`config.mk`:
```
export PLATFORM = sky130hd
export DESIGN_NAME = synapse_event_arbiter
export DESIGN_NICKNAME = d
export VERILOG_FILES = /design/src/rtl/snn_event_pkg.sv /design/src/rtl/rr_arbiter.sv /design/src/rtl/synapse_event_arbiter.sv
export SDC_FILE = /design/constraint.sdc
export NUM_CORES = 1
export LEC_CHECK = 0
export ABC_AREA = 1
export BUFFER_PORTS_ARGS = -buffer_cell sky130_fd_sc_hd__buf_2
export CAP_MARGIN = 20
export CORE_ASPECT_RATIO = 0.75
export CORE_MARGIN = 5
export CORE_UTILIZATION = 55
export DETAILED_ROUTE_END_ITERATION = 8
export GPL_TIMING_DRIVEN = 1
export PLACE_DENSITY = 0.83
export SYNTH_ARGS = -nofsm -noshare
export SYNTH_HDL_FRONTEND = slang
export SYNTH_HIERARCHICAL = 1
export SYNTH_SLANG_ARGS = --single-unit
```
`constraint.sdc`:
```
create_clock -name clk -period 3.3 [get_ports clk]
set_clock_uncertainty 0.15 [all_clocks]
set_input_delay 0 -clock clk [delete_from_list [all_inputs] [get_ports clk]]
set_output_delay 0 -clock clk [all_outputs]
set_load 0.005 [all_outputs]
```
`src/rtl/snn_event_pkg.sv`:
```
// -----------------------------------------------------------------------------
// snn_event_pkg
// Shared definitions for the spiking-synapse event path: event polarity
// encodings, the default channel count, the {exc, idx} event record used by
// both the event arbiter and the membrane accumulator, the arbiter FSM state
// type and a population-count helper.
// No ports (package).
// -----------------------------------------------------------------------------
package snn_event_pkg;

  // Event polarity: rising edge = excitatory, falling edge = inhibitory.
  localparam logic EVT_EXC = 1'b1;
  localparam logic EVT_INH = 1'b0;

  // Default number of edge-detector channels feeding one accumulator.
  localparam int NUM_CH_DEFAULT = 4;

  // Widest channel index supported (NUM_CH up to 16).
  localparam int EVT_IDX_W = 4;

  // Event record shared with the accumulator: {exc, idx}.
  typedef struct packed {
    logic                 exc;
    logic [EVT_IDX_W-1:0] idx;
  } snn_event_t;

  // Output-stage state of the event arbiter.
  typedef enum logic [0:0] {
    ARB_EMPTY = 1'b0,
    ARB_FULL  = 1'b1
  } arb_state_e;

  // Number of set bits in a 32-bit vector (0..32).
  function automatic logic [5:0] popcount32(input logic [31:0] vec);
    logic [5:0] cnt;
    cnt = 6'd0;
    for (int i = 0; i < 32; i++) begin
      cnt = cnt + {5'd0, vec[i]};
    end
    return cnt;
  endfunction

endpackage

```
`src/rtl/rr_arbiter.sv`:
```
// -----------------------------------------------------------------------------
// rr_arbiter
// Round-robin selector over NUM_CH request lines. The search is purely
// combinational and starts at the pointer, wrapping NUM_CH-1 -> 0. The pointer
// register moves to (grant+1) mod NUM_CH whenever the caller takes the grant.
// Ports:
//   clk          system clock
//   reset_i      synchronous active-high reset (pointer -> 0)
//   req          per-channel request vector
//   advance      1 = the current grant is taken this cycle
//   grant_idx    index of the selected channel (valid when grant_valid=1)
//   grant_valid  at least one request is set
// -----------------------------------------------------------------------------
module rr_arbiter #(
  parameter int NUM_CH = 4,
  parameter int IDX_W  = $clog2(NUM_CH)
) (
  input  logic              clk,
  input  logic              reset_i,
  input  logic [NUM_CH-1:0] req,
  input  logic              advance,
  output logic [IDX_W-1:0]  grant_idx,
  output logic              grant_valid
);

  logic [IDX_W-1:0] ptr_r;
  logic [IDX_W-1:0] cand_s;
  int               sum_s;

  // Search upward from the pointer for the first requesting channel.
  always_comb begin
    grant_idx   = {IDX_W{1'b0}};
    grant_valid = 1'b0;
    sum_s       = 0;
    cand_s      = {IDX_W{1'b0}};
    for (int i = 0; i < NUM_CH; i++) begin
      sum_s = int'(ptr_r) + i;
      if (sum_s >= NUM_CH) begin
        sum_s = sum_s - NUM_CH;
      end else begin
        sum_s = sum_s;
      end
      cand_s = IDX_W'(sum_s);
      if (!grant_valid && req[cand_s]) begin
        grant_valid = 1'b1;
        grant_idx   = cand_s;
      end else begin
        grant_valid = grant_valid;
      end
    end
  end

  // Pointer register: the channel after the one just served gets top priority.
  always_ff @(posedge clk) begin
    if (reset_i) begin
      ptr_r <= {IDX_W{1'b0}};
    end else if (advance) begin
      if (grant_idx == IDX_W'(NUM_CH - 1)) begin
        ptr_r <= {IDX_W{1'b0}};
      end else begin
        ptr_r <= grant_idx + IDX_W'(1);
      end
    end else begin
      ptr_r <= ptr_r;
    end
  end

endmodule

```
`src/rtl/synapse_event_arbiter.sv`:
```
// -----------------------------------------------------------------------------
// synapse_event_arbiter
// Buffers one-cycle rising/falling edge pulses from NUM_CH edge detectors as
// per-channel pending bits (excitatory / inhibitory) and serializes them,
// round-robin, onto one valid/ready event port feeding the membrane
// accumulator. A pulse hitting an already-pending bit that is not granted in
// the same cycle is dropped and raises the sticky overflow flag.
//
// Optional feature: define SYN_ARB_DROP_CNT_EN to add drop_count_o, a
// saturating CNT_W-bit count of dropped pulses.
//
// Ports:
//   clk            system clock
//   reset_i        synchronous active-high reset
//   enable_i       1 = new grants allowed
//   rising_i       per-channel rising-edge pulse (excitatory)
//   falling_i      per-channel falling-edge pulse (inhibitory)
//   event_valid_o  an event is presented
//   event_ready_i  consumer accepts the presented event
//   event_idx_o    channel index of the presented event
//   event_exc_o    1 = excitatory, 0 = inhibitory
//   overflow_o     sticky: a pulse was dropped since reset
//   drop_count_o   saturating dropped-pulse count (SYN_ARB_DROP_CNT_EN only)
//   pending_o      per-channel OR of both pending bits
// -----------------------------------------------------------------------------
module synapse_event_arbiter
  import snn_event_pkg::*;
#(
  parameter int NUM_CH = NUM_CH_DEFAULT,
  parameter int IDX_W  = $clog2(NUM_CH)
`ifdef SYN_ARB_DROP_CNT_EN
  ,
  parameter int CNT_W  = 8
`endif
) (
  input  logic              clk,
  input  logic              reset_i,
  input  logic              enable_i,
  input  logic [NUM_CH-1:0] rising_i,
  input  logic [NUM_CH-1:0] falling_i,
  output logic              event_valid_o,
  input  logic              event_ready_i,
  output logic [IDX_W-1:0]  event_idx_o,
  output logic              event_exc_o,
  output logic              overflow_o,
`ifdef SYN_ARB_DROP_CNT_EN
  output logic [CNT_W-1:0]  drop_count_o,
`endif
  output logic [NUM_CH-1:0] pending_o
);

  arb_state_e        state_r;
  arb_state_e        state_nxt_s;
  logic [NUM_CH-1:0] pend_exc_r;
  logic [NUM_CH-1:0] pend_inh_r;
  logic [NUM_CH-1:0] pend_exc_nxt_s;
  logic [NUM_CH-1:0] pend_inh_nxt_s;
  logic [NUM_CH-1:0] clr_exc_s;
  logic [NUM_CH-1:0] clr_inh_s;
  logic [NUM_CH-1:0] drop_exc_s;
  logic [NUM_CH-1:0] drop_inh_s;
  logic [NUM_CH-1:0] req_s;
  logic [NUM_CH-1:0] pending_r;
  logic [IDX_W-1:0]  grant_idx_s;
  logic              grant_valid_s;
  logic              grant_exc_s;
  logic              load_s;
  logic              valid_r;
  logic [IDX_W-1:0]  idx_r;
  logic [IDX_W-1:0]  idx_nxt_s;
  logic              exc_r;
  logic              exc_nxt_s;
  logic              ovf_r;

  assign req_s       = pend_exc_r | pend_inh_r;
  // Excitatory wins inside the chosen channel when both bits are pending.
  assign grant_exc_s = pend_exc_r[grant_idx_s];

  rr_arbiter #(
    .NUM_CH (NUM_CH),
    .IDX_W  (IDX_W)
  ) u_rr_arbiter (
    .clk         (clk),
    .reset_i     (reset_i),
    .req         (req_s),
    .advance     (load_s),
    .grant_idx   (grant_idx_s),
    .grant_valid (grant_valid_s)
  );

  // Load a new event when the output stage is free or being emptied this cycle.
  always_comb begin
    load_s = 1'b0;
    if (enable_i && grant_valid_s &&
        ((state_r == ARB_EMPTY) || event_ready_i)) begin
      load_s = 1'b1;
    end else begin
      load_s = 1'b0;
    end
  end

  // One-hot clear of the granted pending bit.
  always_comb begin
    clr_exc_s = {NUM_CH{1'b0}};
    clr_inh_s = {NUM_CH{1'b0}};
    if (load_s) begin
      if (grant_exc_s) begin
        clr_exc_s[grant_idx_s] = 1'b1;
      end else begin
        clr_inh_s[grant_idx_s] = 1'b1;
      end
    end else begin
      clr_exc_s = {NUM_CH{1'b0}};
      clr_inh_s = {NUM_CH{1'b0}};
    end
  end

  // A pulse arriving while its bit is being granted re-sets it and is not a drop.
  assign drop_exc_s     = rising_i  & pend_exc_r & ~clr_exc_s;
  assign drop_inh_s     = falling_i & pend_inh_r & ~clr_inh_s;
  assign pend_exc_nxt_s = (pend_exc_r & ~clr_exc_s) | rising_i;
  assign pend_inh_nxt_s = (pend_inh_r & ~clr_inh_s) | falling_i;

  // Output-stage next state; a stalled event holds regardless of enable_i.
  always_comb begin
    state_nxt_s = state_r;
    idx_nxt_s   = idx_r;
    exc_nxt_s   = exc_r;
    if (load_s) begin
      state_nxt_s = ARB_FULL;
      idx_nxt_s   = grant_idx_s;
      exc_nxt_s   = grant_exc_s ? EVT_EXC : EVT_INH;
    end else begin
      case (state_r)
        ARB_FULL: begin
          if (event_ready_i) begin
            state_nxt_s = ARB_EMPTY;
          end else begin
            state_nxt_s = ARB_FULL;
          end
        end
        ARB_EMPTY: state_nxt_s = ARB_EMPTY;
        default:   state_nxt_s = ARB_EMPTY;
      endcase
    end
  end

  // State, output registers, pending bits and sticky overflow.
  always_ff @(posedge clk) begin
    if (reset_i) begin
      state_r    <= ARB_EMPTY;
      valid_r    <= 1'b0;
      idx_r      <= {IDX_W{1'b0}};
      exc_r      <= 1'b0;
      pend_exc_r <= {NUM_CH{1'b0}};
      pend_inh_r <= {NUM_CH{1'b0}};
      pending_r  <= {NUM_CH{1'b0}};
      ovf_r      <= 1'b0;
    end else begin
      state_r    <= state_nxt_s;
      valid_r    <= (state_nxt_s == ARB_FULL);
      idx_r      <= idx_nxt_s;
      exc_r      <= exc_nxt_s;
      pend_exc_r <= pend_exc_nxt_s;
      pend_inh_r <= pend_inh_nxt_s;
      pending_r  <= pend_exc_nxt_s | pend_inh_nxt_s;
      ovf_r      <= ovf_r | (|drop_exc_s) | (|drop_inh_s);
    end
  end

  assign event_valid_o = valid_r;
  assign event_idx_o   = idx_r;
  assign event_exc_o   = exc_r;
  assign overflow_o    = ovf_r;
  assign pending_o     = pending_r;

`ifdef SYN_ARB_DROP_CNT_EN
  // Extra headroom so one cycle's worth of drops cannot wrap the sum.
  localparam int SUM_W = CNT_W + 6;

  logic [CNT_W-1:0] drop_cnt_r;
  logic [5:0]       drop_num_s;
  logic [SUM_W-1:0] drop_sum_s;

  assign drop_num_s = popcount32(32'({drop_inh_s, drop_exc_s}));
  assign drop_sum_s = SUM_W'(drop_cnt_r) + SUM_W'(drop_num_s);

  // Saturating accumulation of dropped pulses.
  always_ff @(posedge clk) begin
    if (reset_i) begin
      drop_cnt_r <= {CNT_W{1'b0}};
    end else if (drop_sum_s > SUM_W'({CNT_W{1'b1}})) begin
      drop_cnt_r <= {CNT_W{1'b1}};
    end else begin
      drop_cnt_r <= drop_sum_s[CNT_W-1:0];
    end
  end

  assign drop_count_o = drop_cnt_r;
`endif

endmodule

```
==> impl_metrics.json <==
{
  "swShare_pct": 49.06,
  "reg2reg_from": "pend_exc_r[1]$_SDFF_PP0_",
  "cts.sinks": 19,
  "yosysMostFrequentCell": "nand2_1",
  "syn_avg_cell_area_um2": 6.378,
  "drt-total-wl_um": 3347,
  "vdd_ir_drop_max_uv": 453.4,
  "synth_ff_type": "dfxtp_1",
  "drive_above_1_share_pct": 25.32,
  "synth.area.top_cells": "dfxtp_1 (31%), nand2_1 (16%), nor2_1 (8.1%)",
  "power_switching_w": 0.0005441,
  "ioPinCount": 21,
  "overflow": 0,
  "gr-usage-met1_pct": 24.23,
  "p_per_area_nw_per_um2": 700.7,
  "slew_headroom_pct": 70.12,
  "drv_cap": 0,
  "cts_buffers": 3,
  "r2r-end": "pend_inh_r[3]$_SDFF_PP0_",
  "grt_max_degree": 16,
  "critPathBufInv": 3,
  "slew_viol_final": 0,
  "hold_violations": 0,
  "r2r_setup_slack_ns": 0.20,
  "gp_congestion": 0.9979,
  "rsz0062_at_grt": "no",
  "clockPowerShare_pct": 11.5,
  "area_growth_pct": 27.26,
  "portBuffers": 20,
  "drt_iter0_drc": 110,
  "multi_input_area_um2": 739.5,
  "cts_htree_levels": 1,
  "final_cells": 261,
  "p_leak_nw": 0.8393,
  "use_met2_pct": 37.52,
  "critical-path-max-stage-delay_ns": 0.56,
  "synth_async_sr_flop_share_pct": 0,
  "cp.required_ns": 3.37,
  "grt_busiest_layer": "met2",
  "fin_tns_setup_ns": 0,
  "cp.depth": 17,
  "synth_area_um2": 1244,
  "ys_seq_area_share_pct": 30.58,
  "cts.clk_slew.worst_paths_ns": 0.12,
  "die_h_um": 51.18,
  "nets": 250,
  "grt_usage_pct": 20.61,
  "start_util_pct": 59.66,
  "synthCells": 195,
  "antenna_cells": 0,
  "synth_top_area_share_pct": 30.58,
  "ant_nets": 0,
  "worst_setup_path_end_kind": "flop",
  "pwr-share-seq_pct": 27.1,
  "fp.dieW_um": 64.91,
  "period_needed_ns": 3.104,
  "wl_per_cell_um": 12.82,
  "max_freq_ghz": 0.3221,
  "arrival_ns": 3.18,
  "start_kind": "flop",
  "gr-usage-met3_pct": 6.140,
  "cts_buffer_depth": 2,
  "place_inst": 236,
  "crit_family": "simple AND/OR/NAND/NOR gates",
  "synth_nets": 207,
  "combPwrFrac_pct": 61.4,
  "die_area_um2": 3322,
  "path_cells": "or2_2 > inv_1 > nand2_2 > nand3_1 > nand2_4 > nor2_8 > nand3_2 > nand2_2 > nor2_4 > buf_4 > nand3_1 > nand2_1 > nor2_1 > nand2_1 > a21oi_1 > nor2_1 > dlygate4sd3_1",
  "path_class": "reg -> reg",
  "vias_per_cell": 5.276,
  "timing.critical_path.from": "pend_exc_r[1]$_SDFF_PP0_",
  "min_path_type": "in -> reg",
  "clock_latency_ns": 0.32,
  "cts_tree": "yes",
  "crit_slowest_cell": "dlygate4sd3_1",
  "ys_seq_elements": 19,
  "finalSetupViolCount": 0,
  "synth-edff-count": 0,
  "status": "finished clean",
  "worst_slew_pin_slew_ns": 0.4482,
  "ys_types": 26,
  "ff2ff_path_depth": 17,
  "register_area_um2": 381.6,
  "grt_first_pass_wirelength_um": 5326,
  "antenna_found_initial": 0,
  "via_count": 1377,
  "netlist.top_cell.by_area": "dfxtp_1",
  "intPower_w": 0.0005650,
  "synthTopCellsByCount": "nand2_1 (53), nor2_1 (27), inv_1 (21)",
  "path_max_fanout": 7,
  "root_buffer": "clkbuf_4",
  "cp-endpoint": "pend_inh_r[3]$_SDFF_PP0_",
  "timing.final.crit_share_pct": 94.08,
  "hpwlAfterDp_um": 2365,
  "nFillCells": 156,
  "core-area_um2": 2085,
  "rows": 14,
  "drtPass1Iterations": 4,
  "yosysWarnings": 6,
  "drc": 0,
  "grt_pass1_vias": 1241
}
## repair_timing
action                                  4_1_cts  5_1_grt
buffers inserted                              0        4
endpoints found under the setup margin        0        2
hold endpoints to repair                     18        0
hold buffers                                 17        0
resized for setup                             0        2
## layout by cell type, fill, tap and decap left out, types with 2 or more instances in the layout
master          n
buf_4           4
nand2_4         3
nand2_1        53
a21oi_1         8
nand3_1        17
nor2_4          2
buf_2          20
dlygate4sd3_1  17
nand2_2         9
or2_1           2
dfxtp_1        18
nand4_1         2
o21bai_1        2
clkbuf_4        3
o21ai_0         5
nand3_2         3
inv_2           6
or2_2           4
nor2_1         27
inv_1          21
## metal layers
metal	wire, µm	vias up	part of all wire [%]
met5	0	-	0
met4	27	0	0.81
met3	289	6	8.6
met2	1614	65	48
met1	1415	610	42
li1	-	696	-
## tightest hold or removal path, delay by kind of cell
kind | cells | cell delay [ns]
AOI/OAI and AO/OA | 1 | 0.06
buffers and inverters | 3 | 0.70
## sequential cells by signal (all words and copies together), names as in the netlist
name,count
overflow_o,1
u_rr_arbiter/ptr_r,2
event_exc_o,1
pend_exc_r,4
event_idx_o,2
pend_inh_r,4
event_valid_o,1
pending_o,4
## worst min-delay path by stage
stage	startpoint	end	slack [ns]	cells past startpoint
6_report	rising_i[1]	pend_exc_r[1]$_SDFF_PP0_	0.32	4
5_1_grt	rising_i[1]	pend_exc_r[1]$_SDFF_PP0_	0.32	4
4_1_cts	rising_i[1]	pend_exc_r[1]$_SDFF_PP0_	0.31	4
3_5_place_dp	rising_i[1]	pend_exc_r[1]$_SDFF_PP0_	0.09	3
3_3_place_gp	rising_i[1]	pend_exc_r[1]$_SDFF_PP0_	0.09	3
2_1_floorplan	reset_i	u_rr_arbiter/ptr_r[0]$_SDFFE_PP0P_	-0.08	1
## power groups by stage
stage | Clock, W | Sequential [W] | Combinational [W]
6_report | 0.000127 | 0.000301 | 0.000681
3_5_place_dp | 0 | 0.000303 | 0.000586
5_1_grt | 0.000142 | 0.000305 | 0.000740
2_1_floorplan | 0 | 0.000293 | 0.000483
3_3_place_gp | 0 | 0.000301 | 0.000569
4_1_cts | 0.000126 | 0.000298 | 0.000608
## per-stage QoR
stage	hold WS (ns)	util [%]	total power [W]	setup WS [ns]	area [µm²]
after CTS	0.3062	74.25	0.001032	0.1279	1548
after detailed placement	0.08842	64.65	0.0008889	0.5919	1348
after global routing	0.3185	75.93	0.001187	0.01957	1583
after floorplan	-0.07701	-	0.0007757	1.017	1244
final	0.3197	75.93	0.001109	0.1955	1583
after global placement	0.08700	64.65	0.0008702	0.7653	1348
## cell type report
type                       instances  share of cell area [%]
inverter                          27                   6.403
multi-input combinational        146                   46.72
clock buffer                       3                   1.423
clock inverter                     1                  0.4743
sequential                        19                   24.11
timing repair buffer              41                   18.97
tap                               24                   1.897
## cells by family (layout without fill, tap and decap cells)
group	after synthesis	in the layout	synth area share, %
simple gates	124	124	48.59
compound gates	22	22	10.56
flops	19	19	30.58
buf+inv	30	72	10.26
(Power assumes the default switching activity.)
